<file path="src/rtl/gpio_cond_pkg.sv">
// Shared defaults and helpers for the GPIO input conditioner.
// Board tops reuse these constants so every instance agrees on timing.
package gpio_cond_pkg;

    localparam int DEF_WIDTH           = 5;
    localparam int DEF_SYNC_STAGES     = 2;
    localparam int DEF_DEBOUNCE_CYCLES = 16;

    typedef enum logic [1:0] {
        EDGE_NONE = 2'd0,
        EDGE_RISE = 2'd1,
        EDGE_FALL = 2'd2
    } edge_t;

    // The counter only ever needs to hold DEBOUNCE_CYCLES-1.
    function automatic int cnt_width(input int cycles);
        return (cycles <= 2) ? 1 : $clog2(cycles);
    endfunction

endpackage

</file>
<file path="src/rtl/gpio_input_conditioner_if.sv">
// Bundle of per-pin conditioner signals.
// The master side drives pads and controls; the slave side conditions them.
interface gpio_input_conditioner_if #(
    parameter int WIDTH = gpio_cond_pkg::DEF_WIDTH
);

    logic [WIDTH-1:0] pins_in;
    logic [WIDTH-1:0] bypass;
    logic [WIDTH-1:0] flag_clear;
    logic [WIDTH-1:0] pins_read;
    logic [WIDTH-1:0] rise;
    logic [WIDTH-1:0] fall;
    logic [WIDTH-1:0] edge_flag;

    modport master (
        output pins_in, bypass, flag_clear,
        input  pins_read, rise, fall, edge_flag
    );

    modport slave (
        input  pins_in, bypass, flag_clear,
        output pins_read, rise, fall, edge_flag
    );

endinterface

</file>
<file path="src/rtl/gpio_debounce_bit.sv">
// One pin: synchronizer chain, debounce counter, edge pulses and sticky flag.
// The accepted level only moves after DEBOUNCE_CYCLES consecutive differing samples.
module gpio_debounce_bit
    import gpio_cond_pkg::*;
#(
    parameter int SYNC_STAGES     = DEF_SYNC_STAGES,
    parameter int DEBOUNCE_CYCLES = DEF_DEBOUNCE_CYCLES
) (
    input  logic                    clk,
    input  logic                    rst_n,
    gpio_input_conditioner_if.slave bus
);

    localparam int            CW      = cnt_width(DEBOUNCE_CYCLES);
    localparam logic [CW-1:0] CNT_MAX = CW'(DEBOUNCE_CYCLES - 1);

    logic [SYNC_STAGES-1:0] sync_chain;
    logic                   sync;
    logic                   stable;
    logic                   stable_prev;
    logic                   stable_next;
    logic [CW-1:0]          count;
    logic [CW-1:0]          count_next;
    logic                   rise;
    logic                   fall;
    logic                   edge_flag;
    edge_t                  evt;

    assign sync = sync_chain[SYNC_STAGES-1];

    // Bypass forces the count to zero, so leaving bypass always restarts from scratch.
    always_comb begin
        stable_next = stable;
        count_next  = '0;
        if (bus.bypass[0]) begin
            stable_next = sync;
        end else if (sync != stable) begin
            if (count == CNT_MAX) begin
                stable_next = sync;
            end else begin
                count_next = count + 1'b1;
            end
        end
    end

    always_comb begin
        evt = EDGE_NONE;
        if (stable && !stable_prev) begin
            evt = EDGE_RISE;
        end else if (!stable && stable_prev) begin
            evt = EDGE_FALL;
        end
    end

    always_ff @(posedge clk or negedge rst_n) begin
        if (!rst_n) begin
            sync_chain  <= '0;
            stable      <= 1'b0;
            stable_prev <= 1'b0;
            count       <= '0;
            rise        <= 1'b0;
            fall        <= 1'b0;
            edge_flag   <= 1'b0;
        end else begin
            sync_chain  <= {sync_chain[SYNC_STAGES-2:0], bus.pins_in[0]};
            stable      <= stable_next;
            stable_prev <= stable;
            count       <= count_next;
            rise        <= (evt == EDGE_RISE);
            fall        <= (evt == EDGE_FALL);
            // A new edge outranks a clear arriving in the same cycle.
            if (evt != EDGE_NONE) begin
                edge_flag <= 1'b1;
            end else if (bus.flag_clear[0]) begin
                edge_flag <= 1'b0;
            end
        end
    end

    assign bus.pins_read[0] = stable;
    assign bus.rise[0]      = rise;
    assign bus.fall[0]      = fall;
    assign bus.edge_flag[0] = edge_flag;

endmodule

</file>
<file path="src/rtl/gpio_input_conditioner.sv">
// Conditions WIDTH asynchronous pad inputs into clean levels and edge events.
// Each pin is an independent gpio_debounce_bit; nothing is shared across pins.
module gpio_input_conditioner
    import gpio_cond_pkg::*;
#(
    parameter int WIDTH           = DEF_WIDTH,
    parameter int SYNC_STAGES     = DEF_SYNC_STAGES,
    parameter int DEBOUNCE_CYCLES = DEF_DEBOUNCE_CYCLES
) (
    input  logic             io_sys_clock,
    input  logic             io_sys_reset,
    input  logic [WIDTH-1:0] io_pins_in,
    input  logic [WIDTH-1:0] io_bypass,
    input  logic [WIDTH-1:0] io_flagClear,
    output logic [WIDTH-1:0] io_pins_read,
    output logic [WIDTH-1:0] io_rise,
    output logic [WIDTH-1:0] io_fall,
    output logic [WIDTH-1:0] io_edgeFlag
);

    for (genvar i = 0; i < WIDTH; i++) begin : g_pin
        gpio_input_conditioner_if #(.WIDTH(1)) pin_bus ();

        assign pin_bus.pins_in    = io_pins_in[i];
        assign pin_bus.bypass     = io_bypass[i];
        assign pin_bus.flag_clear = io_flagClear[i];
        assign io_pins_read[i]    = pin_bus.pins_read[0];
        assign io_rise[i]         = pin_bus.rise[0];
        assign io_fall[i]         = pin_bus.fall[0];
        assign io_edgeFlag[i]     = pin_bus.edge_flag[0];

        gpio_debounce_bit #(
            .SYNC_STAGES     (SYNC_STAGES),
            .DEBOUNCE_CYCLES (DEBOUNCE_CYCLES)
        ) u_bit (
            .clk   (io_sys_clock),
            .rst_n (io_sys_reset),
            .bus   (pin_bus.slave)
        );
    end

endmodule
</file>
<file path="config.mk">
export PLATFORM = sky130hd
export DESIGN_NAME = gpio_input_conditioner
export DESIGN_NICKNAME = d
export VERILOG_FILES = /design/src/rtl/gpio_cond_pkg.sv /design/src/rtl/gpio_input_conditioner_if.sv /design/src/rtl/gpio_debounce_bit.sv /design/src/rtl/gpio_input_conditioner.sv
export SDC_FILE = /design/constraint.sdc
export NUM_CORES = 1
export LEC_CHECK = 0
export BUFFER_PORTS_ARGS = -buffer_cell sky130_fd_sc_hd__buf_2
export CORE_MARGIN = 2
export CORE_UTILIZATION = 58
export CTS_BUF_LIST = sky130_fd_sc_hd__clkbuf_8
export DETAILED_ROUTE_END_ITERATION = 10
export MAX_ROUTING_LAYER = met4
export PLACE_DENSITY = 0.9
export SYNTH_ARGS = -nofsm -noshare
export SYNTH_HDL_FRONTEND = slang
export SYNTH_HIERARCHICAL = 1
export SYNTH_SLANG_ARGS = --single-unit
</file>
<file path="constraint.sdc">
create_clock -name io_sys_clock -period 1.53 [get_ports io_sys_clock]
set_input_delay 0.153 -clock io_sys_clock [delete_from_list [all_inputs] [get_ports io_sys_clock]]
set_output_delay 0.153 -clock io_sys_clock [all_outputs]
set_load 0.005 [all_outputs]
</file>
==> results of run 1 <==
[placed cells by master (no fill, tap or decap)]
master         count
buf_12             1
ha_1              15
nor2_1            10
buf_2             36
xor2_1             5
clkinv_2           1
xnor2_1            5
clkbuf_8           6
a311oi_2           5
inv_1             25
nand2_1            5
bufinv_16          1
a31o_2             5
nand4b_1           5
nand2b_1           5
dlygate4sd3_1      6
o21ai_0           15
a21oi_1           10
dfrtp_1           55
[worst min-delay path by stage]
stage | start | end | slack, ns | cells past startpoint
after CTS | io_flagClear[2] | g_pin[2].u_bit/bus.edge_flag$_DFFE_PN0P_ | 0.03 | 2
after global placement | io_sys_reset | g_pin[3].u_bit/bus.rise$_DFF_PN0_ | 0.17 | 2
after floorplan | io_sys_reset | g_pin[0].u_bit/bus.edge_flag$_DFFE_PN0P_ | -0.14 | 0
after global routing | io_flagClear[0] | g_pin[0].u_bit/bus.edge_flag$_DFFE_PN0P_ | 0.04 | 2
after detailed placement | io_sys_reset | g_pin[3].u_bit/sync_chain[1]$_DFF_PN0_ | 0.17 | 2
final | io_flagClear[2] | g_pin[2].u_bit/bus.edge_flag$_DFFE_PN0P_ | 0.03 | 2
[routing by layer]
layer  track usage, %  vias up
met5                -        -
met4            5.357        0
met3            4.561        5
met2            31.50       29
met1            22.63      622
li1                 -      642
[sequential cells by signal, summed over array words and instances, names as in the netlist]
register / flops
g_pin.u_bit/stable_prev: 5
g_pin.u_bit/bus.pins_read: 5
g_pin.u_bit/bus.fall: 5
g_pin.u_bit/sync_chain: 10
g_pin.u_bit/count: 20
g_pin.u_bit/bus.edge_flag: 5
g_pin.u_bit/bus.rise: 5
[layout make-up]
type                    count  area (um2)
inverters                  25       93.84
multi-input cells          85       650.6
repair buffers             43       260.3
clock buffers               6       82.58
flip-flops and latches     55        1376
well taps                  48       60.06
fillers                   279        1157
clock inverters             2       35.03
[power by group through the flow]
stage / registers [mW] / logic (mW) / clock network, mW
2_1_floorplan: 1.64 / 0.214 / 0
3_3_place_gp: 1.65 / 0.268 / 0
3_5_place_dp: 1.66 / 0.283 / 0
4_1_cts: 1.63 / 0.296 / 0.995
5_1_grt: 1.65 / 0.345 / 1.07
6_report: 1.63 / 0.288 / 0.964
[logic make-up after synthesis]
kind of cell	Yosys count	synth area share [%]
compound gates	35	10.74
buf+inv	45	10.74
fa+ha+maj	15	8.264
xor+xnor	10	3.857
flops	55	60.61
simple gates	25	5.785
[through the flow]
stage                     hold WS, ns  power (mW)  instances  cell area (um2)  worst slack (ns)
after floorplan               -0.1426       1.859        185             2271            0.4387
after global placement         0.1700       1.920        250             2381            0.3975
after detailed placement       0.1723       1.944        250             2381            0.3686
after CTS                     0.02812       2.923        264             2559            0.3500
after global routing          0.04306       3.065        264             2559            0.2228
final                         0.03457       2.883        264             2559            0.3401
[timing repair]
action | in CTS | in global routing
hold endpoints to repair | 60 | 0
hold buffers | 6 | 0
gates resized for setup | 0 | 0
==> results.toml, run 1 <==
[logic_synthesis]
synth_nets = 217
postSynthCellCount = 185
avgSynthCellArea_um2 = 12.28
ys_seq_area_share_pct = 60.61
syn_area_mm2 = 0.002271
ys_top_cells_by_area = "dfrtp_1 61%, ha_1 8.3%, buf_4 6.6%, inv_1 4.1%, a311oi_2 3.3%"
ys_warn_count = 6
yosysTopAreaCell = "dfrtp_1"
synthFlopType = "dfrtp_1"
async_flop_share_pct = 100.0
synth-edff-count = 0
synthTopCellsByCount = "55 x dfrtp_1, 25 x inv_1, 20 x buf_4"
synth_top_area_share_pct = 60.61
yosysMostFrequentCell = "dfrtp_1"
synth-seq-cells = 55
post_synth_num_cell_types = 14

[global_route]
grt_max_degree = 56
grt_pass1_wl_mm = 5.968
grt.total_usage_pct = 18.73
antenna_found_initial = 0
overflow = 0
first_global_vias = 1392

[worst_setup_path]
startpoint = "g_pin[3].u_bit/count[0]$_DFF_PN0_"
reg2regPathDepth = 4
rrSetupSlack_ns = 0.34
worst_path_largest_cell_delay_ns = 0.42
cp.required_ns = 1.76
crit_chain = "ha_1 -> a21oi_1 -> o21ai_0 -> a21oi_1"
crit_path_end_kind = "register"
critical_path_depth = 4
cp.buffers_inverters = 0
worstPathArrival_ns = 1.42
crit_path_end = "g_pin[3].u_bit/count[3]$_DFF_PN0_"
slowest_stage = "dfrtp_1"
critPathMaxFanout = 4
r2r_end = "g_pin[3].u_bit/count[3]$_DFF_PN0_"
cp-start-kind = "register"
reg2reg_from = "g_pin[3].u_bit/count[0]$_DFF_PN0_"
path_class = "reg2reg"
crit_top_cell = "a21oi_1"
critical_path.top_delay_family = "compound AO/OA/AOI/OAI gates"

[routing]
drt-met1-wl_mm = 1.512
drc = 0
drtPass1Iterations = 4
wl_mm = 3.393
top_layer = "met4"
wl_per_cell_um = 12.85
vias = 1298
ant_nets = 0
met3_wirelength_um = 139
dr_wl_met2_mm = 1.692
via_per_inst = 4.917
drt_iter0_markers = 122

[pwr]
ir_worst_vdd_uv = 548.0
swShare_pct = 22.77
p_int_mw = 2.227
p_clk_share_pct = 33.4
pwr-share-seq_pct = 56.6
p_sw_uw = 656.6
power.density_mw_per_mm2 = 1127
p_leak_nw = 1.274
combPwrFrac_pct = 10.0

[timing]
finalHoldViolCount = 0
finalCritPeriodShare_pct = 77.77
slew_headroom_pct = 81.04
tightestPinTransition_ns = 0.2844
rsz0062_at_grt = "no"
min_period_ns = 1.190
setup_tns_ns = 0
report.final.setup_viol = 0
skew_ns = 0.002555
finalMaxSlewViolations = 0
fmax_mhz = 840.4

[clocking]
cts_buffers = 5
clkLatencyLatePin_ns = 0.30
clock-sinks = 55
cts_tree = "built"
clkSlewWorstSetupHoldPaths_ns = 0.09
cts_root_buf = "clkbuf_8"
cts_buffer_depth = 2
cts_setup_buffers = 0
htreeDepth = 2

[hold_path]
hold_path_class = "in2reg"

[outcome]
outcome = "completed"

[floorplan]
ioPinCount = 37
core_mm2 = 0.003716
die_area_mm2 = 0.004432
fp.dieH_um = 66.58
fp-row-count = 22
die_x_um = 66.58
initial_utilization_pct = 61.11

[finish]
final_layout_size_suffix_gt1_share_pct = 25.46
fin_util_pct = 68.86
areaGrowthSynthToFinish_pct = 12.67
diodes = 0
fin_nets = 247

[place]
portBuffers = 36
routabilityCongestion = 0.7962
hpwlAfterDp_mm = 2.388

[run]
max_cap_viol_count = 0
No activity file was read; power rests on OpenSTA's default activity.
==> run 2, diff against run 1 <==
==> constraint.sdc (replaced) <==
create_clock -name io_sys_clock -period 1.1 [get_ports io_sys_clock]
set_input_delay 0.11 -clock io_sys_clock [delete_from_list [all_inputs] [get_ports io_sys_clock]]
set_output_delay 0.11 -clock io_sys_clock [all_outputs]
set_load 0.005 [all_outputs]
==> results.toml, run 2 (synthesis results as in run 1) <==
[place]
dp_slack_ns = -0.03077
routabilityCongestion = 0.8200
hpwlAfterDp_mm = 2.388
place_inst = 256
portBuffers = 36

[worst_setup_path]
cp-start-kind = "register"
critPathMaxFanout = 4
rrSetupSlack_ns = -0.07
path_class = "reg2reg"
worstPathArrival_ns = 1.35
reg2regPathDepth = 4
startpoint = "g_pin[3].u_bit/count[1]$_DFF_PN0_"
reg2reg_from = "g_pin[3].u_bit/count[1]$_DFF_PN0_"
critical_path.top_delay_family = "flip-flops"
cp.buffers_inverters = 0
worst_path_largest_cell_delay_ns = 0.44
crit_path_end_kind = "register"
slowest_stage = "dfrtp_1"
crit_chain = "ha_4 -> a31o_2 -> nand2_1 -> o21ai_0"
cp.required_ns = 1.28
r2r_end = "g_pin[3].u_bit/bus.pins_read$_DFFE_PN0P_"

[global_route]
overflow = 0
grt_pass1_wl_mm = 5.706
first_global_vias = 1405
antenna_found_initial = 0
grt_max_degree = 56
grt.total_usage_pct = 18.05

[finish]
fillCellCount = 245
final_layout_size_suffix_gt1_share_pct = 35.17
diodes = 0
areaGrowthSynthToFinish_pct = 23.14
largest_reg_flops = 20
fin_cells = 284
final_common_cell = "dfrtp_1"
regMostFlops = "g_pin.u_bit/count"
multi_input_area_um2 = 758.2
seq_area_mm2 = 0.001380
reg_top3 = "g_pin.u_bit/count x20, g_pin.u_bit/sync_chain x10"
final_cell_mix = "52 x dfrtp_1, 36 x buf_2, 27 x inv_1"
fin_nets = 267

[floorplan]
fp-row-count = 22
initial_utilization_pct = 61.11
fp.dieH_um = 66.58
die_x_um = 66.58
ioPinCount = 37
die_area_mm2 = 0.004432
core_mm2 = 0.003716

[run]
max_cap_viol_count = 0

[hold_path]
min_from = "io_bypass[4]"
holdPathEnd = "g_pin[4].u_bit/bus.pins_read$_DFFE_PN0P_"
hold_path_class = "in2reg"
min_path_cells = 3

[clocking]
clkLatencyLatePin_ns = 0.31
cts_root_buf = "clkbuf_8"
cts_tree = "built"
cts_buffer_depth = 2
clock-sinks = 55
clkSlewWorstSetupHoldPaths_ns = 0.09
htreeDepth = 2
cts_buffers = 5

[timing]
skew_ns = 0.01051
report.final.setup_viol = 2
fmax_mhz = 856.1
finalCritPeriodShare_pct = 106.2
finalHoldViolCount = 0
rsz0062_at_grt = "yes"
finalMaxSlewViolations = 0
slew_headroom_pct = 80.97
tightestPinTransition_ns = 0.2855
min_period_ns = 1.168
setup_ws_ns = -0.06804

[routing]
wl_mm = 3.811
vias = 1426
ant_nets = 0
drt_iter0_markers = 67
drtPass1Iterations = 4
drc = 0
wl_per_cell_um = 13.42
via_per_inst = 5.021

[pwr]
power.density_mw_per_mm2 = 1372
p_leak_nw = 1.354
ir_worst_vdd_uv = 997.7

[outcome]
violations = "setup timing"
outcome = "complete, but fails checks"
-- run 2: cell types whose count changed in the layout (fill, tap and decap cells not counted), sizes merged --
cell	change
inv	+2
bufinv	-1
clkbuf	-1
buf	+15
dlygate4sd3	+5
-- run 2: power breakdown --
part,switching [mW],total [mW],leakage (nW),internal (mW)
Combinational,0.248,0.527,0.611,0.279
Clock,0.607,1.04,0.0505,0.430
Sequential,0.103,2.27,0.693,2.17
Total,0.958,3.84,1.35,2.88
-- run 2: layout make-up --
type                            count  area share, %
Sequential cell                    55          49.35
Multi-Input combinational cell     85          27.11
Clock inverter                      3         0.4474
Timing Repair Buffer               63          15.12
Inverter                           25          3.356
Tap cell                           48          2.148
Clock buffer                        5          2.461
-- run 2: repair_timing --
action / CTS / global route
setup buffers: 0 / 9
pin swaps: 0 / 8
endpoints found under the setup margin: 8 / 14
hold buffers: 11 / 0
hold endpoints to repair: 65 / 0
gates resized for setup: 5 / 23
-- run 2: tightest hold or removal path, delay by kind of cell --
| kind | cells | cell delay (ns) |
|---|---|---|
| compound gates | 2 | 0.14 |
| buf+inv | 1 | 0.09 |
-- run 2: stage by stage --
stage          area [um2]  power [mW]  hold WS, ns  util, %   TNS, ns
3_3_place_gp         2426       2.701       0.1253    65.29         0
4_1_cts              2630       3.789      0.07714    70.77         0
2_1_floorplan        2271       2.586      -0.1856        -         0
6_report             2796       3.837      0.05934    75.25  -0.06919
5_1_grt              2796       4.076      0.04619    75.25   -0.4818
3_5_place_dp         2426       2.729       0.1289    65.29  -0.09058
-- run 2: worst max path at each step --
stage                                               end  cells past startpoint  slack, ns
6_report       g_pin[3].u_bit/bus.pins_read$_DFFE_PN0P_                      4      -0.07
5_1_grt        g_pin[3].u_bit/bus.pins_read$_DFFE_PN0P_                      4      -0.13
4_1_cts               g_pin[3].u_bit/count[0]$_DFF_PN0_                      3      0.003
3_5_place_dp   g_pin[2].u_bit/bus.pins_read$_DFFE_PN0P_                      4      -0.03
3_3_place_gp   g_pin[1].u_bit/bus.pins_read$_DFFE_PN0P_                      4       0.02
2_1_floorplan  g_pin[0].u_bit/bus.pins_read$_DFFE_PN0P_                      4      0.009
-- run 2: per-layer routing --
metal | vias to the layer above | track usage [%] | share of wire (%)
met5 | - | - | 0
met4 | 0 | 9.184 | 1.9
met3 | 9 | 4.223 | 4.3
met2 | 35 | 32.50 | 54
met1 | 699 | 18.16 | 40
li1 | 683 | - | -
